File: src/rtl/nxn_board_game_engine_if.sv
// Move handshake bundle between the input front-end and the board engine.
// Master offers a cell index; slave accepts it while move_ready is high.
interface nxn_board_game_engine_if #(
    parameter int POSW = 4
);
    logic            move_valid;
    logic [POSW-1:0] move_pos;
    logic            move_ready;

    modport master (
        output move_valid,
        output move_pos,
        input  move_ready
    );

    modport slave (
        input  move_valid,
        input  move_pos,
        output move_ready
    );
endinterface

File: src/rtl/nxn_board_game_engine.sv
// N x N board, K-in-a-row two-player engine with a sequential ray-scan win check.
// Optional MOVE_TIMER_EN: the player to move forfeits after TIMEOUT_CYCLES idle clocks.
module nxn_board_game_engine #(
    parameter int N = 3,
    parameter int K = 3,
    parameter int TIMEOUT_CYCLES = 1000,
    localparam int POSW = $clog2(N * N)
) (
    input  logic                   clock,
    input  logic                   reset,
    input  logic                   start,
    nxn_board_game_engine_if.slave mv_if,
    output logic                   turn,
    output logic                   illegal,
    output logic                   result_valid,
    output logic                   win,
    output logic                   draw,
    output logic [1:0]             winner,
    output logic                   game_over,
    input  logic [POSW-1:0]        rd_pos,
    output logic [1:0]             rd_cell
);

    localparam int NN  = N * N;
    localparam int CW  = $clog2(N);
    localparam int MCW = $clog2(NN + 1);
    localparam int SW  = $clog2(K);
    localparam int RW  = $clog2(2 * K);

    if (N < 3 || N > 15 || K < 2 || K > N || TIMEOUT_CYCLES < 1) begin : g_param_check
        $error("nxn_board_game_engine: parameter out of range");
    end

    typedef enum logic [2:0] {
        IDLE,
        WAIT_MOVE,
        CHECK,
        RESOLVE,
        DONE
    } state_t;

    state_t           state_q, state_d;
    logic [1:0]       board_q [NN];
    logic [1:0]       board_d [NN];
    logic [MCW-1:0]   cnt_q, cnt_d;
    logic             turn_q, turn_d;
    logic             illegal_q, illegal_d;
    logic             rv_q, rv_d;
    logic             win_q, win_d;
    logic             draw_q, draw_d;
    logic [1:0]       winner_q, winner_d;
    logic [1:0]       rd_cell_q, rd_cell_d;
    logic [CW-1:0]    row0_q, row0_d;
    logic [CW-1:0]    col0_q, col0_d;
    logic [CW-1:0]    cur_r_q, cur_r_d;
    logic [CW-1:0]    cur_c_q, cur_c_d;
    logic [2:0]       dir_q, dir_d;
    logic [SW-1:0]    step_q, step_d;
    logic             stop_q, stop_d;
    logic [RW-1:0]    run_q, run_d;
    logic             found_q, found_d;
`ifdef MOVE_TIMER_EN
    localparam int TW = $clog2(TIMEOUT_CYCLES + 1);
    logic [TW-1:0]    timer_q, timer_d;
`endif

    logic             hs;
    logic [1:0]       code;
    logic             in_range;
    logic [1:0]       tgt_cell;
    logic             legal;
    logic             r_inc, r_dec, c_inc, c_dec;
    logic             at_edge;
    logic [CW-1:0]    nr, nc;
    logic [POSW-1:0]  nidx;
    logic [1:0]       ncell;
    logic             hit;
    logic [RW-1:0]    run_n;

    assign hs       = mv_if.move_valid & mv_if.move_ready;
    assign code     = turn_q ? 2'b10 : 2'b01;
    assign in_range = 32'(mv_if.move_pos) < NN;
    assign tgt_cell = in_range ? board_q[mv_if.move_pos] : 2'b00;
    assign legal    = in_range && (tgt_cell == 2'b00);

    // Neighbour one step along the current ray, with edge detection so rows never wrap.
    always_comb begin
        r_inc = 1'b0;
        r_dec = 1'b0;
        c_inc = 1'b0;
        c_dec = 1'b0;
        unique case (dir_q)
            3'd0: c_inc = 1'b1;
            3'd1: c_dec = 1'b1;
            3'd2: r_inc = 1'b1;
            3'd3: r_dec = 1'b1;
            3'd4: begin r_inc = 1'b1; c_inc = 1'b1; end
            3'd5: begin r_dec = 1'b1; c_dec = 1'b1; end
            3'd6: begin r_dec = 1'b1; c_inc = 1'b1; end
            3'd7: begin r_inc = 1'b1; c_dec = 1'b1; end
            default: ;
        endcase
        at_edge = (r_inc && cur_r_q == CW'(N - 1)) ||
                  (r_dec && cur_r_q == '0) ||
                  (c_inc && cur_c_q == CW'(N - 1)) ||
                  (c_dec && cur_c_q == '0);
        nr = r_inc ? cur_r_q + CW'(1) : (r_dec ? cur_r_q - CW'(1) : cur_r_q);
        nc = c_inc ? cur_c_q + CW'(1) : (c_dec ? cur_c_q - CW'(1) : cur_c_q);
        nidx  = POSW'(32'(nr) * N + 32'(nc));
        ncell = at_edge ? 2'b00 : board_q[nidx];
        hit   = !stop_q && !at_edge && (ncell == code);
        run_n = run_q + RW'(hit);
    end

    // Game FSM next-state: move acceptance, ray scan, result resolution.
    always_comb begin
        state_d   = state_q;
        board_d   = board_q;
        cnt_d     = cnt_q;
        turn_d    = turn_q;
        illegal_d = 1'b0;
        rv_d      = 1'b0;
        win_d     = win_q;
        draw_d    = draw_q;
        winner_d  = winner_q;
        row0_d    = row0_q;
        col0_d    = col0_q;
        cur_r_d   = cur_r_q;
        cur_c_d   = cur_c_q;
        dir_d     = dir_q;
        step_d    = step_q;
        stop_d    = stop_q;
        run_d     = run_q;
        found_d   = found_q;
        rd_cell_d = (32'(rd_pos) < NN) ? board_q[rd_pos] : 2'b00;
`ifdef MOVE_TIMER_EN
        timer_d   = '0;
`endif
        unique case (state_q)
            IDLE, DONE: begin
                if (start) begin
                    for (int i = 0; i < NN; i++) board_d[i] = 2'b00;
                    cnt_d    = '0;
                    turn_d   = 1'b0;
                    win_d    = 1'b0;
                    draw_d   = 1'b0;
                    winner_d = 2'b00;
                    state_d  = WAIT_MOVE;
                end
            end
            WAIT_MOVE: begin
                if (hs) begin
                    if (legal) begin
                        board_d[mv_if.move_pos] = code;
                        cnt_d   = cnt_q + MCW'(1);
                        row0_d  = CW'(32'(mv_if.move_pos) / N);
                        col0_d  = CW'(32'(mv_if.move_pos) % N);
                        cur_r_d = CW'(32'(mv_if.move_pos) / N);
                        cur_c_d = CW'(32'(mv_if.move_pos) % N);
                        dir_d   = 3'd0;
                        step_d  = '0;
                        stop_d  = 1'b0;
                        run_d   = RW'(1);
                        found_d = 1'b0;
                        state_d = CHECK;
                    end else begin
                        illegal_d = 1'b1;
                    end
`ifdef MOVE_TIMER_EN
                end else if (timer_q == TW'(TIMEOUT_CYCLES - 1)) begin
                    win_d    = 1'b1;
                    winner_d = turn_q ? 2'b01 : 2'b10;
                    rv_d     = 1'b1;
                    state_d  = DONE;
                end else begin
                    timer_d = timer_q + TW'(1);
`endif
                end
            end
            CHECK: begin
                if (hit) begin
                    cur_r_d = nr;
                    cur_c_d = nc;
                end else begin
                    stop_d = 1'b1;
                end
                run_d = run_n;
                if (step_q == SW'(K - 2)) begin
                    step_d  = '0;
                    stop_d  = 1'b0;
                    cur_r_d = row0_q;
                    cur_c_d = col0_q;
                    dir_d   = dir_q + 3'd1;
                    if (dir_q[0]) begin
                        if (32'(run_n) >= K) found_d = 1'b1;
                        run_d = RW'(1);
                    end
                    if (dir_q == 3'd7) state_d = RESOLVE;
                end else begin
                    step_d = step_q + SW'(1);
                end
            end
            RESOLVE: begin
                rv_d = 1'b1;
                if (found_q) begin
                    win_d    = 1'b1;
                    winner_d = code;
                    state_d  = DONE;
                end else if (32'(cnt_q) == NN) begin
                    draw_d  = 1'b1;
                    state_d = DONE;
                end else begin
                    turn_d  = ~turn_q;
                    state_d = WAIT_MOVE;
                end
            end
            default: state_d = IDLE;
        endcase
    end

    // State and board registers; reset clears the board and drops any scan in flight.
    always_ff @(posedge clock or posedge reset) begin
        if (reset) begin
            state_q   <= IDLE;
            for (int i = 0; i < NN; i++) board_q[i] <= 2'b00;
            cnt_q     <= '0;
            turn_q    <= 1'b0;
            illegal_q <= 1'b0;
            rv_q      <= 1'b0;
            win_q     <= 1'b0;
            draw_q    <= 1'b0;
            winner_q  <= 2'b00;
            rd_cell_q <= 2'b00;
            row0_q    <= '0;
            col0_q    <= '0;
            cur_r_q   <= '0;
            cur_c_q   <= '0;
            dir_q     <= 3'd0;
            step_q    <= '0;
            stop_q    <= 1'b0;
            run_q     <= '0;
            found_q   <= 1'b0;
`ifdef MOVE_TIMER_EN
            timer_q   <= '0;
`endif
        end else begin
            state_q   <= state_d;
            board_q   <= board_d;
            cnt_q     <= cnt_d;
            turn_q    <= turn_d;
            illegal_q <= illegal_d;
            rv_q      <= rv_d;
            win_q     <= win_d;
            draw_q    <= draw_d;
            winner_q  <= winner_d;
            rd_cell_q <= rd_cell_d;
            row0_q    <= row0_d;
            col0_q    <= col0_d;
            cur_r_q   <= cur_r_d;
            cur_c_q   <= cur_c_d;
            dir_q     <= dir_d;
            step_q    <= step_d;
            stop_q    <= stop_d;
            run_q     <= run_d;
            found_q   <= found_d;
`ifdef MOVE_TIMER_EN
            timer_q   <= timer_d;
`endif
        end
    end

    assign mv_if.move_ready = (state_q == WAIT_MOVE);
    assign turn             = turn_q;
    assign illegal          = illegal_q;
    assign result_valid     = rv_q;
    assign win              = win_q;
    assign draw             = draw_q;
    assign winner           = winner_q;
    assign game_over        = (state_q == DONE);
    assign rd_cell          = rd_cell_q;

endmodule

File: src/flat_wrapper.sv
// flat-port wrapper written by rule: the top's interface ports become plain ports
module nxn_board_game_engine_flat 
#(
    parameter int N = 3,
    parameter int K = 3,
    parameter int TIMEOUT_CYCLES = 1000,
    localparam int POSW = $clog2(N * N)
)
  (clock, reset, start, turn, illegal, result_valid, win, draw, winner, game_over, rd_pos, rd_cell, mv_if_move_valid, mv_if_move_pos, mv_if_move_ready);
  nxn_board_game_engine_if #(.POSW(4)) mv_if_i ();
  input  logic clock;
  input  logic reset;
  input  logic start;
  output logic turn;
  output logic illegal;
  output logic result_valid;
  output logic win;
  output logic draw;
  output logic [1:0] winner;
  output logic game_over;
  input  logic [POSW-1:0] rd_pos;
  output logic [1:0] rd_cell;
  input wire logic [$bits(mv_if_i.move_valid)-1:0] mv_if_move_valid;
  input wire logic [$bits(mv_if_i.move_pos)-1:0] mv_if_move_pos;
  output wire logic [$bits(mv_if_i.move_ready)-1:0] mv_if_move_ready;
  assign mv_if_i.move_valid = mv_if_move_valid;
  assign mv_if_i.move_pos = mv_if_move_pos;
  assign mv_if_move_ready = mv_if_i.move_ready;
  nxn_board_game_engine #(.N(N), .K(K), .TIMEOUT_CYCLES(TIMEOUT_CYCLES)) u_core (.clock(clock), .reset(reset), .start(start), .mv_if(mv_if_i), .turn(turn), .illegal(illegal), .result_valid(result_valid), .win(win), .draw(draw), .winner(winner), .game_over(game_over), .rd_pos(rd_pos), .rd_cell(rd_cell));
endmodule
File: config.mk
export PLATFORM = sky130hd
export DESIGN_NAME = nxn_board_game_engine_flat
export DESIGN_NICKNAME = d
export VERILOG_FILES = /design/src/rtl/nxn_board_game_engine_if.sv /design/src/rtl/nxn_board_game_engine.sv /design/src/flat_wrapper.sv
export SDC_FILE = /design/constraint.sdc
export NUM_CORES = 1
export LEC_CHECK = 0
export ABC_AREA = 1
export ABC_CLOCK_PERIOD_IN_PS = 8500
export CORE_ASPECT_RATIO = 1.1
export CORE_UTILIZATION = 45
export DETAILED_ROUTE_END_ITERATION = 7
export PLACE_DENSITY_LB_ADDON = 0.08
export SLEW_MARGIN = 20
export SYNTH_ARGS = -nofsm -noshare
export SYNTH_HDL_FRONTEND = slang
export SYNTH_SLANG_ARGS = --single-unit
File: constraint.sdc
create_clock -name clock -period 8.5 [get_ports clock]
set_input_delay 1.7 -clock clock [delete_from_list [all_inputs] [get_ports clock]]
set_output_delay 1.7 -clock clock [all_outputs]
set_load 0.005 [all_outputs]
## Yosys cells after proc, flatten, opt, wreduce, memory -nomap -nowiden

Index checks and enable logic that the tools add are counted.

- Bits in registers: 52
- Input port bits: 12
- Logic and storage cells: 205

- Add/subtract/negate cells: 9
- Multipliers: 1
- Div/mod/pow operators: 2
- $lt $le $gt $ge: 7
- Eq/ne operators: 29
- Multiplexer cells: 88
- Bitwise gates (word level): 5
- Reductions and logical operators: 37

Operators by type and width:

| kind | number |
|---|---|
| $mux 2 | 28 |
| $mux 18 | 3 |
| $mux 3 | 14 |
| $pmux 18 s2 | 1 |
| $div 4x2->32 const B | 1 |
| $mod 4x2->32 const B | 1 |
| $bmux 2 s4 | 3 |
| $reduce_and 4->1 | 6 |
| $mux 1 | 21 |
| $bwmux 18 | 1 |
| $pmux 2 s2 | 4 |
| $eq 3x3->1 const B | 5 |
| $ge 5x5->1 const B | 3 |
| $not 4->5 | 3 |
| $eq 3x2->1 const B | 4 |
| $mux 4 | 3 |
| $ne 2x1->1 const B | 6 |
| $pmux 3 s2 | 2 |
| $pmux 3 s4 | 1 |
| $reduce_or 3->1 | 4 |
| $ne 2x2->1 const B | 5 |
| $pmux 1 s2 | 5 |
| $reduce_and 3->1 | 3 |
| $demux 2 s4 | 1 |
| 29 further kinds | 50 |

## Logic depth before layout (Yosys ltp)

Gate-level depths: netlist of the first run.

- Depth after elaboration: 20
- Depth in mapped cells: 30
- Gate-level depth less buffers: 30

## Least setup slack after synthesis of the first run

OpenSTA, ideal clock, no wires.

- Path kind: reg2reg
- From: register u_core.dir_q[0]
- To: register u_core.found_q
- Setup time: 0.117 ns
- Arrival: 4.107 ns
- Slack: 4.277 ns
- Cell stages (with the launch flop): 29
- Buffers on the path: 0
- Clock period less this slack: 4.223 ns
- Cells stage by stage: dfrtp_1 > ha_1 > ha_1 > nor2_1 > a21oi_1 > o21ai_0 > o21ai_0 > fa_1 > inv_1 > ha_1 > inv_1 > fa_1 > nand3_1 > nor2_1 > nand2_1 > nand2_1 > nand2_1 > inv_1 > nand2_1 > nand3_1 > inv_1 > ha_1 > ha_1 > xor2_1 > a21oi_1 > a21boi_0 > nand2_1 > nand2_1 > nand2_1

- Word-level cells in the longest chain between the ends: 18
- Elaborated cells between the ends (all ways): 43
- Those cells by class: add/sub: 2; mul: 1; order compare: 1; eq/ne: 10; mux: 12; bitwise: 1; reduce/logical: 16

RTL lines:

| element | RTL line | text |
|---|---|---|
| start, declared | nxn_board_game_engine.sv:57 | `logic [2:0] dir_q, dir_d;` |
| start signal, assigned | nxn_board_game_engine.sv:261 | `dir_q <= dir_d;` |
| $eq 3x2->1 / $eq 3x3->1 (equally long branches) | nxn_board_game_engine.sv:92 | `unique case (dir_q)` |
| $reduce_or 3->1 (no line) | n/a |  |
| $mux 1 | nxn_board_game_engine.sv:92 |  |
| $mux 2 (2 in a row) | nxn_board_game_engine.sv:107 | `nr = r_inc ? cur_r_q + CW'(1) : (r_dec ? cur_r_q - CW'(1) : cur_r_q);` |
| $mul 2x2->4 | nxn_board_game_engine.sv:109 | `nidx = POSW'(32'(nr) * N + 32'(nc));` |
| $add 4x2->4 | nxn_board_game_engine.sv:109 |  |
| $not 4->5 (not written as such) | nxn_board_game_engine.sv:110 | `ncell = at_edge ? 2'b00 : board_q[nidx];` |
| $bmux 2 s4 | nxn_board_game_engine.sv:110 |  |
| $mux 2 (not written as such) (2 in a row) | nxn_board_game_engine.sv:110 |  |
| $mux 2 | nxn_board_game_engine.sv:110 |  |
| $eq 2x2->1 | nxn_board_game_engine.sv:111 | `hit = !stop_q && !at_edge && (ncell == code);` |
| $logic_and 1x1->1 | nxn_board_game_engine.sv:111 |  |
| $add 3x1->3 | nxn_board_game_engine.sv:112 | `run_n = run_q + RW'(hit);` |
| $ge 3x2->1 | nxn_board_game_engine.sv:195 | `if (32'(run_n) >= K) found_d = 1'b1;` |
| $ne 2x1->1 (no line) | n/a |  |
| $reduce_and 6->1 (no line) * | n/a |  |
| end signal, assigned | nxn_board_game_engine.sv:265 | `found_q <= found_d;` |
| end, declared | nxn_board_game_engine.sv:61 | `logic found_q, found_d;` |

Mark *: on every way between the ends. The rest lies on a longest branch, timed or not. The select of a mux whose other input is x is not followed.
A chain may end at the register's enable or synchronous reset.

## Worst setup path after layout of the first run

Ends and elaborated chain as after synthesis.

==> results of run 1 <==
registers in the layout, summed over array words and instances (netlist names), 3 cells and up:
register        count
u_core.board_q     18
u_core.cnt_q        4
u_core.dir_q        3
u_core.run_q        3
u_core.state_q      3
metrics by stage:
step           power [W]  setup WS [ns]  util [%]  hold slack, ns  std cells
2_1_floorplan    0.00114           4.28         -           0.442        497
3_3_place_gp     0.00134           3.79      50.9           0.458        618
3_5_place_dp     0.00136           3.78      50.9           0.461        618
4_1_cts          0.00150           3.74      52.0           0.482        626
5_1_grt          0.00168           3.31      52.0           0.509        626
6_report         0.00149           3.81      52.0           0.481        626
metal layers:
layer  GRT usage (%)  vias to the layer above  share of wire [%]
met4            8.06                        0                2.0
met3            3.15                       17                2.9
met5               0                        -                  0
met2            36.1                       50                 48
met1            29.3                     1489                 47
li1                -                     1649                  -
report_power, final:
group	total, W	internal [W]	switching, W
Clock	0.000141	0.0000591	0.0000820
Sequential	0.000368	0.000311	0.0000566
Combinational	0.000980	0.000357	0.000623
Total	0.00149	0.000727	0.000761
final cells by class:
class	count	area, um2
Inverter	69	259
Tap cell	105	131
Sequential cell	52	1300
Clock buffer	7	76.3
Multi-Input combinational cell	367	1890
Clock inverter	1	8.76
Fill cell	775	3600
Timing Repair Buffer	25	243
cells by family after synthesis:
logic type               after synthesis
flip-flops                            52
buffers and inverters                 78
adder cells (fa/ha/maj)               22
multiplexers                           1
AND/OR/NAND/NOR                      271
XOR/XNOR                               4
AO/OA/AOI/OAI                         69
worst min-delay path: cells and delay by family, from the launching register on:
family | cells | cell delay, ns
and+or+nand+nor | 2 | 0.10
DFF | 1 | 0.35
placed cells by master (no fill, tap or decap), types with 2 or more instances in the layout:
cell	Yosys	final
o21ai_0	47	47
nor2_1	45	45
o221ai_1	4	4
o21ai_1	2	2
xor2_1	4	4
a21boi_0	2	2
nand3_1	58	58
buf_4	1	3
clkdlybuf4s50_1	0	22
clkbuf_1	2	2
o211ai_1	2	2
nand2_2	10	10
dfrtp_1	52	52
ha_1	20	20
nor3_1	4	4
nand2_4	2	2
nand4_1	6	6
nand2_1	141	141
nor2_4	2	2
clkinv_1	2	2
inv_1	64	63
clkbuf_8	0	5
fa_1	2	2
inv_2	3	4
o22ai_1	2	2
a21oi_1	9	9
final timing paths:
| path | slack [ns] | from | to | cells after the start |
|---|---|---|---|---|
| worst max-delay path | 3.81 | u_core.dir_q[0] | u_core.found_q | 29 |
| worst min-delay path | 0.48 | u_core.stop_q | u_core.stop_q | 2 |
| worst max register to register | 3.81 | u_core.dir_q[0] | u_core.found_q | 29 |
| worst min register to register | 0.48 | u_core.stop_q | u_core.stop_q | 2 |
| max in group asynchronous | 6.14 | reset | u_core.col0_q[0] | 3 |
| min in group asynchronous | 1.89 | reset | u_core.run_q[2] | 3 |
==> results.sh, run 1 <==
export IMPL_critPathBufInv=5
export IMPL_dp_hpwl_mm=6.42
export IMPL_antenna_found_initial=0
export IMPL_postCtsSetupRepairBufs=0
export IMPL_path_clk_slew_ns=0.09
export IMPL_synth_common_cells="141 x nand2_1, 64 x inv_1, 58 x nand3_1"
export IMPL_fin_area_um2=3910
export IMPL_grt_use_total_pct=21.9
export IMPL_area_growth_pct=10.9
export IMPL_drt_iter0_markers=142
export IMPL_die_width_um=86.4
export IMPL_drive_above_1_share_pct=5.57
export IMPL_ys_ff_latch=52
export IMPL_grt_max_degree=53
export IMPL_numClockSinks=52
export IMPL_worst_pin_slew_ns=0.748
export IMPL_critical_path_max_stage_delay_ns=0.54
export IMPL_die_area_um2=8190
export IMPL_synth_area_top_cells="dfrtp_1 37%, nand2_1 15%, nand3_1 8.2%, ha_1 7.1%, inv_1 6.8%"
export IMPL_synth_fp_nets=531
export IMPL_fp_row_count=33
export IMPL_ir_drop_mv=0.175
export IMPL_fmax_mhz=213
export IMPL_ctsHoldBuffers=0
export IMPL_finalSetupTns_ns=0
export IMPL_placed_area_um2=3830
export IMPL_clk_latency_ns=0.30
export IMPL_async_flop_share_pct=100
export IMPL_synth_edff_count=0
export IMPL_cpLargestDelayFamily="adder cells"
export IMPL_min_period_ns=4.69
export IMPL_initial_core_util_pct=46.9
export IMPL_drt_pass1_iter_count=4
export IMPL_yosys_warnings=0
export IMPL_critPathMaxFanout=5
export IMPL_chipHeight_um=94.8
export IMPL_timing_critical_path_mode_cell="nand2_1"
export IMPL_htreeDepth=2
export IMPL_grt_pass1_vias=2988
export IMPL_nets=554
export IMPL_syn_area_per_cell_um2=7.09
export IMPL_n_antenna_cell=0
export IMPL_rsz0062_at_grt="no"
export IMPL_viasPerCell=5.12
export IMPL_portBuffers=22
export IMPL_synth_top_area_share_pct=36.9
export IMPL_overflow=0
export IMPL_layout_worst_path_cycle_share_pct=55.2
export IMPL_coreArea_um2=7510
export IMPL_yosys_area_top_type="dfrtp_1"
export IMPL_slowest_stage="fa_1"
export IMPL_status="completed"
export IMPL_synth_area_um2=3530
export IMPL_synth_cell_type_count=32
export IMPL_yosysMostFrequentCell="nand2_1"
export IMPL_cts_repair_resize_count=0
export IMPL_synth_xor_area_share_pct=0.994
export IMPL_yosysSeqAreaShare_pct=36.9
export IMPL_startpoint_type="flop"
export IMPL_synth_compound_area_share_pct=10.6
export IMPL_ant_nets=0
export IMPL_synth_top_family_by_area="simple AND/OR/NAND/NOR gates"
export IMPL_arrival_ns=4.90
export IMPL_crit_required_ns=8.70
export IMPL_routabilityCongestion=0.829
export IMPL_ys_flop_type="dfrtp_1"
export IMPL_cts_buffers=5
export IMPL_wl_mm=8.34
export IMPL_end_kind="flop"
export IMPL_power_density_nw_per_um2=380
export IMPL_grt_pass1_wl_mm=13.9
export IMPL_root_buffer="clkbuf_8"
export IMPL_min_path_type="reg2reg"
export IMPL_skew_ns=0.0119
export IMPL_setup_viol=0
export IMPL_synth_area_mux_share_pct=0.284
export IMPL_slew_viol_final=0
export IMPL_syn_inst=497
export IMPL_drc=0
export IMPL_max_slew_margin_pct=49.9
export IMPL_vias=3205
export IMPL_cap_violations=0
export IMPL_hold_violations=0
export IMPL_clock_path_buffers=2
export IMPL_cts_tree="yes"
export IMPL_crit_type="reg2reg"
export IMPL_io_pins=23
export IMPL_synthSimpleGateAreaFrac_pct=33.5
export IMPL_p_leak_nw=2.02
export IMPL_synth_fa_ha_area_share_pct=8.23
export IMPL_post_drt_wl_per_cell_um=13.3
(Power assumes the default switching activity.)
==> inputs of run 2 (changes only) <==
Settings changed: ABC_CLOCK_PERIOD_IN_PS 8500 to 4100.
Clock period 8.5 ns to 4.1 ns, I/O delays scaled along.
==> run 2 against run 1 <==
The flow now finishes with violations (negative setup slack). Clock power rose to 2.6 times the previous value. Non-clock buffer count rose by 51. Total power rose to 2.9 times the previous value. Final cell count rose by 8.1%. Clock skew fell by 0.0025 ns. Maximum frequency rose by 9.4%. Global-route usage rose by 2.6 points. Sequential share of layout area fell by 4.8 points. Core utilization rose by 9.0 points. Hold slack improved by 0.0041 ns. Wire length rose by 13%.
==> results.sh, run 2 (synthesis gave the netlist of run 1 again) <==
export IMPL_htreeDepth=2
export IMPL_chipHeight_um=94.8
export IMPL_final_cell_mix="130 x nand2_1, 56 x inv_1, 55 x nand3_1, 50 x dfrtp_1, 49 x buf_4"
export IMPL_grt_use_total_pct=24.5
export IMPL_root_buffer="clkbuf_8"
export IMPL_cap_violations=0
export IMPL_post_drt_wl_per_cell_um=13.9
export IMPL_critPathMaxFanout=4
export IMPL_r2r_start="u_core.dir_q[0]"
export IMPL_io_pins=23
export IMPL_initial_core_util_pct=46.9
export IMPL_min_period_ns=4.29
export IMPL_cpLargestDelayFamily="adder cells"
export IMPL_placed_cells=630
export IMPL_numClockSinks=52
export IMPL_p_leak_nw=2.32
export IMPL_grt_pass1_wl_mm=15.6
export IMPL_slew_viol_final=0
export IMPL_critical_path_max_stage_delay_ns=0.56
export IMPL_place_ws_ns=-0.258
export IMPL_grt_max_degree=42
export IMPL_die_width_um=86.4
export IMPL_drt_iter0_markers=207
export IMPL_dp_hpwl_mm=6.36
export IMPL_ant_nets=0
export IMPL_clockPowerShare_pct=8.7
export IMPL_largest_reg_flops=18
export IMPL_portBuffers=22
export IMPL_grt_pass1_vias=3346
export IMPL_status="complete, but fails checks"
export IMPL_end_kind="flop"
export IMPL_max_slew_margin_pct=44.6
export IMPL_vias=3466
export IMPL_drt_pass1_iter_count=4
export IMPL_timing_critical_path_mode_cell="nand2_1"
export IMPL_die_area_um2=8190
export IMPL_overflow=0
export IMPL_r2r_setup_slack_ns=-0.19
export IMPL_wl_mm=9.39
export IMPL_r2r_end="u_core.found_q"
export IMPL_fmax_mhz=233
export IMPL_area_growth_pct=30.1
export IMPL_routabilityCongestion=0.834
export IMPL_setup_viol=5
export IMPL_critPathBufInv=5
export IMPL_final_cells=677
export IMPL_fp_row_count=33
export IMPL_n_antenna_cell=0
export IMPL_layout_commonest_cell="nand2_1"
export IMPL_ctsHoldBuffers=0
export IMPL_crit_required_ns=4.30
export IMPL_p_comb_share_pct=73.1
export IMPL_min_path_type="reg2reg"
export IMPL_arrival_ns=4.50
export IMPL_startpoint_type="flop"
export IMPL_skew_ns=0.00945
export IMPL_worst_pin_slew_ns=0.830
export IMPL_drc=0
export IMPL_cts_buffers=5
export IMPL_top_regs="u_core.board_q x18, u_core.cnt_q x4"
export IMPL_power_switching_w=0.00196
export IMPL_clock_path_buffers=2
export IMPL_p_sw_share_pct=46.0
export IMPL_antenna_found_initial=0
export IMPL_nets=605
export IMPL_layout_worst_path_cycle_share_pct=105
export IMPL_regMostFlops="u_core.board_q"
export IMPL_ir_drop_mv=0.434
export IMPL_path_clk_slew_ns=0.10
export IMPL_hold_violations=0
export IMPL_internal_power_w=0.00230
export IMPL_hp_start="u_core.cur_c_q[0]"
export IMPL_drive_above_1_share_pct=21.7
export IMPL_rsz0062_at_grt="yes"
export IMPL_cts_tree="yes"
export IMPL_violations="negative setup slack"
export IMPL_startpoint="u_core.dir_q[0]"
export IMPL_crit_type="reg2reg"
export IMPL_worst_r2r_path_depth=28
export IMPL_setup_ws_ns=-0.192
export IMPL_num_fill_cells=697
export IMPL_viasPerCell=5.12
export IMPL_clk_latency_ns=0.30
export IMPL_sequentialPowerShare_pct=18.2
export IMPL_power_density_nw_per_um2=930
export IMPL_holdPathEnd="u_core.cur_c_q[0]"
export IMPL_slowest_stage="fa_2"
export IMPL_min_path_cells=2
export IMPL_coreArea_um2=7510
[run 2: changes by cell type in the layout (fill, tap and decap cells not counted), sizes merged]
cell    before  now
clkbuf       7    6
buf          3   54
bufinv       0    1
[run 2: cell type report]
class | instances | area, um2 | share of cell area (%)
multi-input combinational | 367 | 2120 | 46.3
inverter | 69 | 264 | 5.76
timing repair buffer | 76 | 644 | 14.0
clock buffer | 6 | 82.6 | 1.80
sequential | 52 | 1300 | 28.4
tap | 105 | 131 | 2.86
clock inverter | 2 | 38.8 | 0.846
[run 2: layer usage]
layer  routed length, um  vias up  GRT usage, %  part of all wire [%]
met5                   0        -             0                     0
met4                 223        0          10.4                   2.4
met3                 219       20          2.71                   2.3
met2                4680       54          41.8                    50
met1                4260     1641          31.6                    45
li1                    -     1751             -                     -
[run 2: timing repair]
| action | 4_1_cts | 5_1_grt |
|---|---|---|
| cloned | 0 | 0 |
| hold endpoints to repair | 0 | 0 |
| pin swaps | 19 | 24 |
| endpoints found under the setup margin | 2 | 9 |
| gates resized for setup | 35 | 28 |
| buffers inserted | 38 | 4 |
[run 2: worst max path at each step]
stage	slack (ns)	endpoint	cells past startpoint
finish	-0.19	u_core.found_q	28
global route	-0.48	u_core.found_q	28
CTS	-0.16	u_core.found_q	29
global placement	-0.14	u_core.found_q	30
floorplan	0.01	u_core.found_q	28
detailed placement	-0.26	u_core.found_q	30
[run 2: tightest hold or removal path, delay by kind of cell (launching register included)]
kind	cells	cell delay, ns
DFF	1	0.35
and+or+nand+nor	2	0.11
[run 2: power by group through the flow]
stage / clock [W] / sequential (W) / combinational (W)
after floorplan: 0 / 0.000735 / 0.00164
after global placement: 0 / 0.000762 / 0.00219
after detailed placement: 0 / 0.000766 / 0.00220
after CTS: 0.000389 / 0.000770 / 0.00280
after global routing: 0.000401 / 0.000796 / 0.00348
final: 0.000371 / 0.000777 / 0.00312
[run 2: per-stage QoR]
| step | utilization [%] | TNS [ns] | total power [W] | hold slack, ns | cell area [um2] |
|---|---|---|---|---|---|
| detailed placement | 52.2 | -0.277 | 0.00297 | 0.459 | 3930 |
| global placement | 52.2 | -0.145 | 0.00295 | 0.457 | 3930 |
| global route | 61.0 | -2.32 | 0.00467 | 0.524 | 4590 |
| CTS | 59.3 | -0.239 | 0.00396 | 0.483 | 4460 |
| floorplan | - | 0 | 0.00238 | 0.442 | 3530 |
| finish | 61.0 | -0.595 | 0.00427 | 0.485 | 4590 |
==> inputs of run 3 (changes only) <==
Settings changed: ABC_CLOCK_PERIOD_IN_PS 4100 to default.
==> results of run 3 <==
The final DEF is identical to that of run 2; final timing and power are the same.
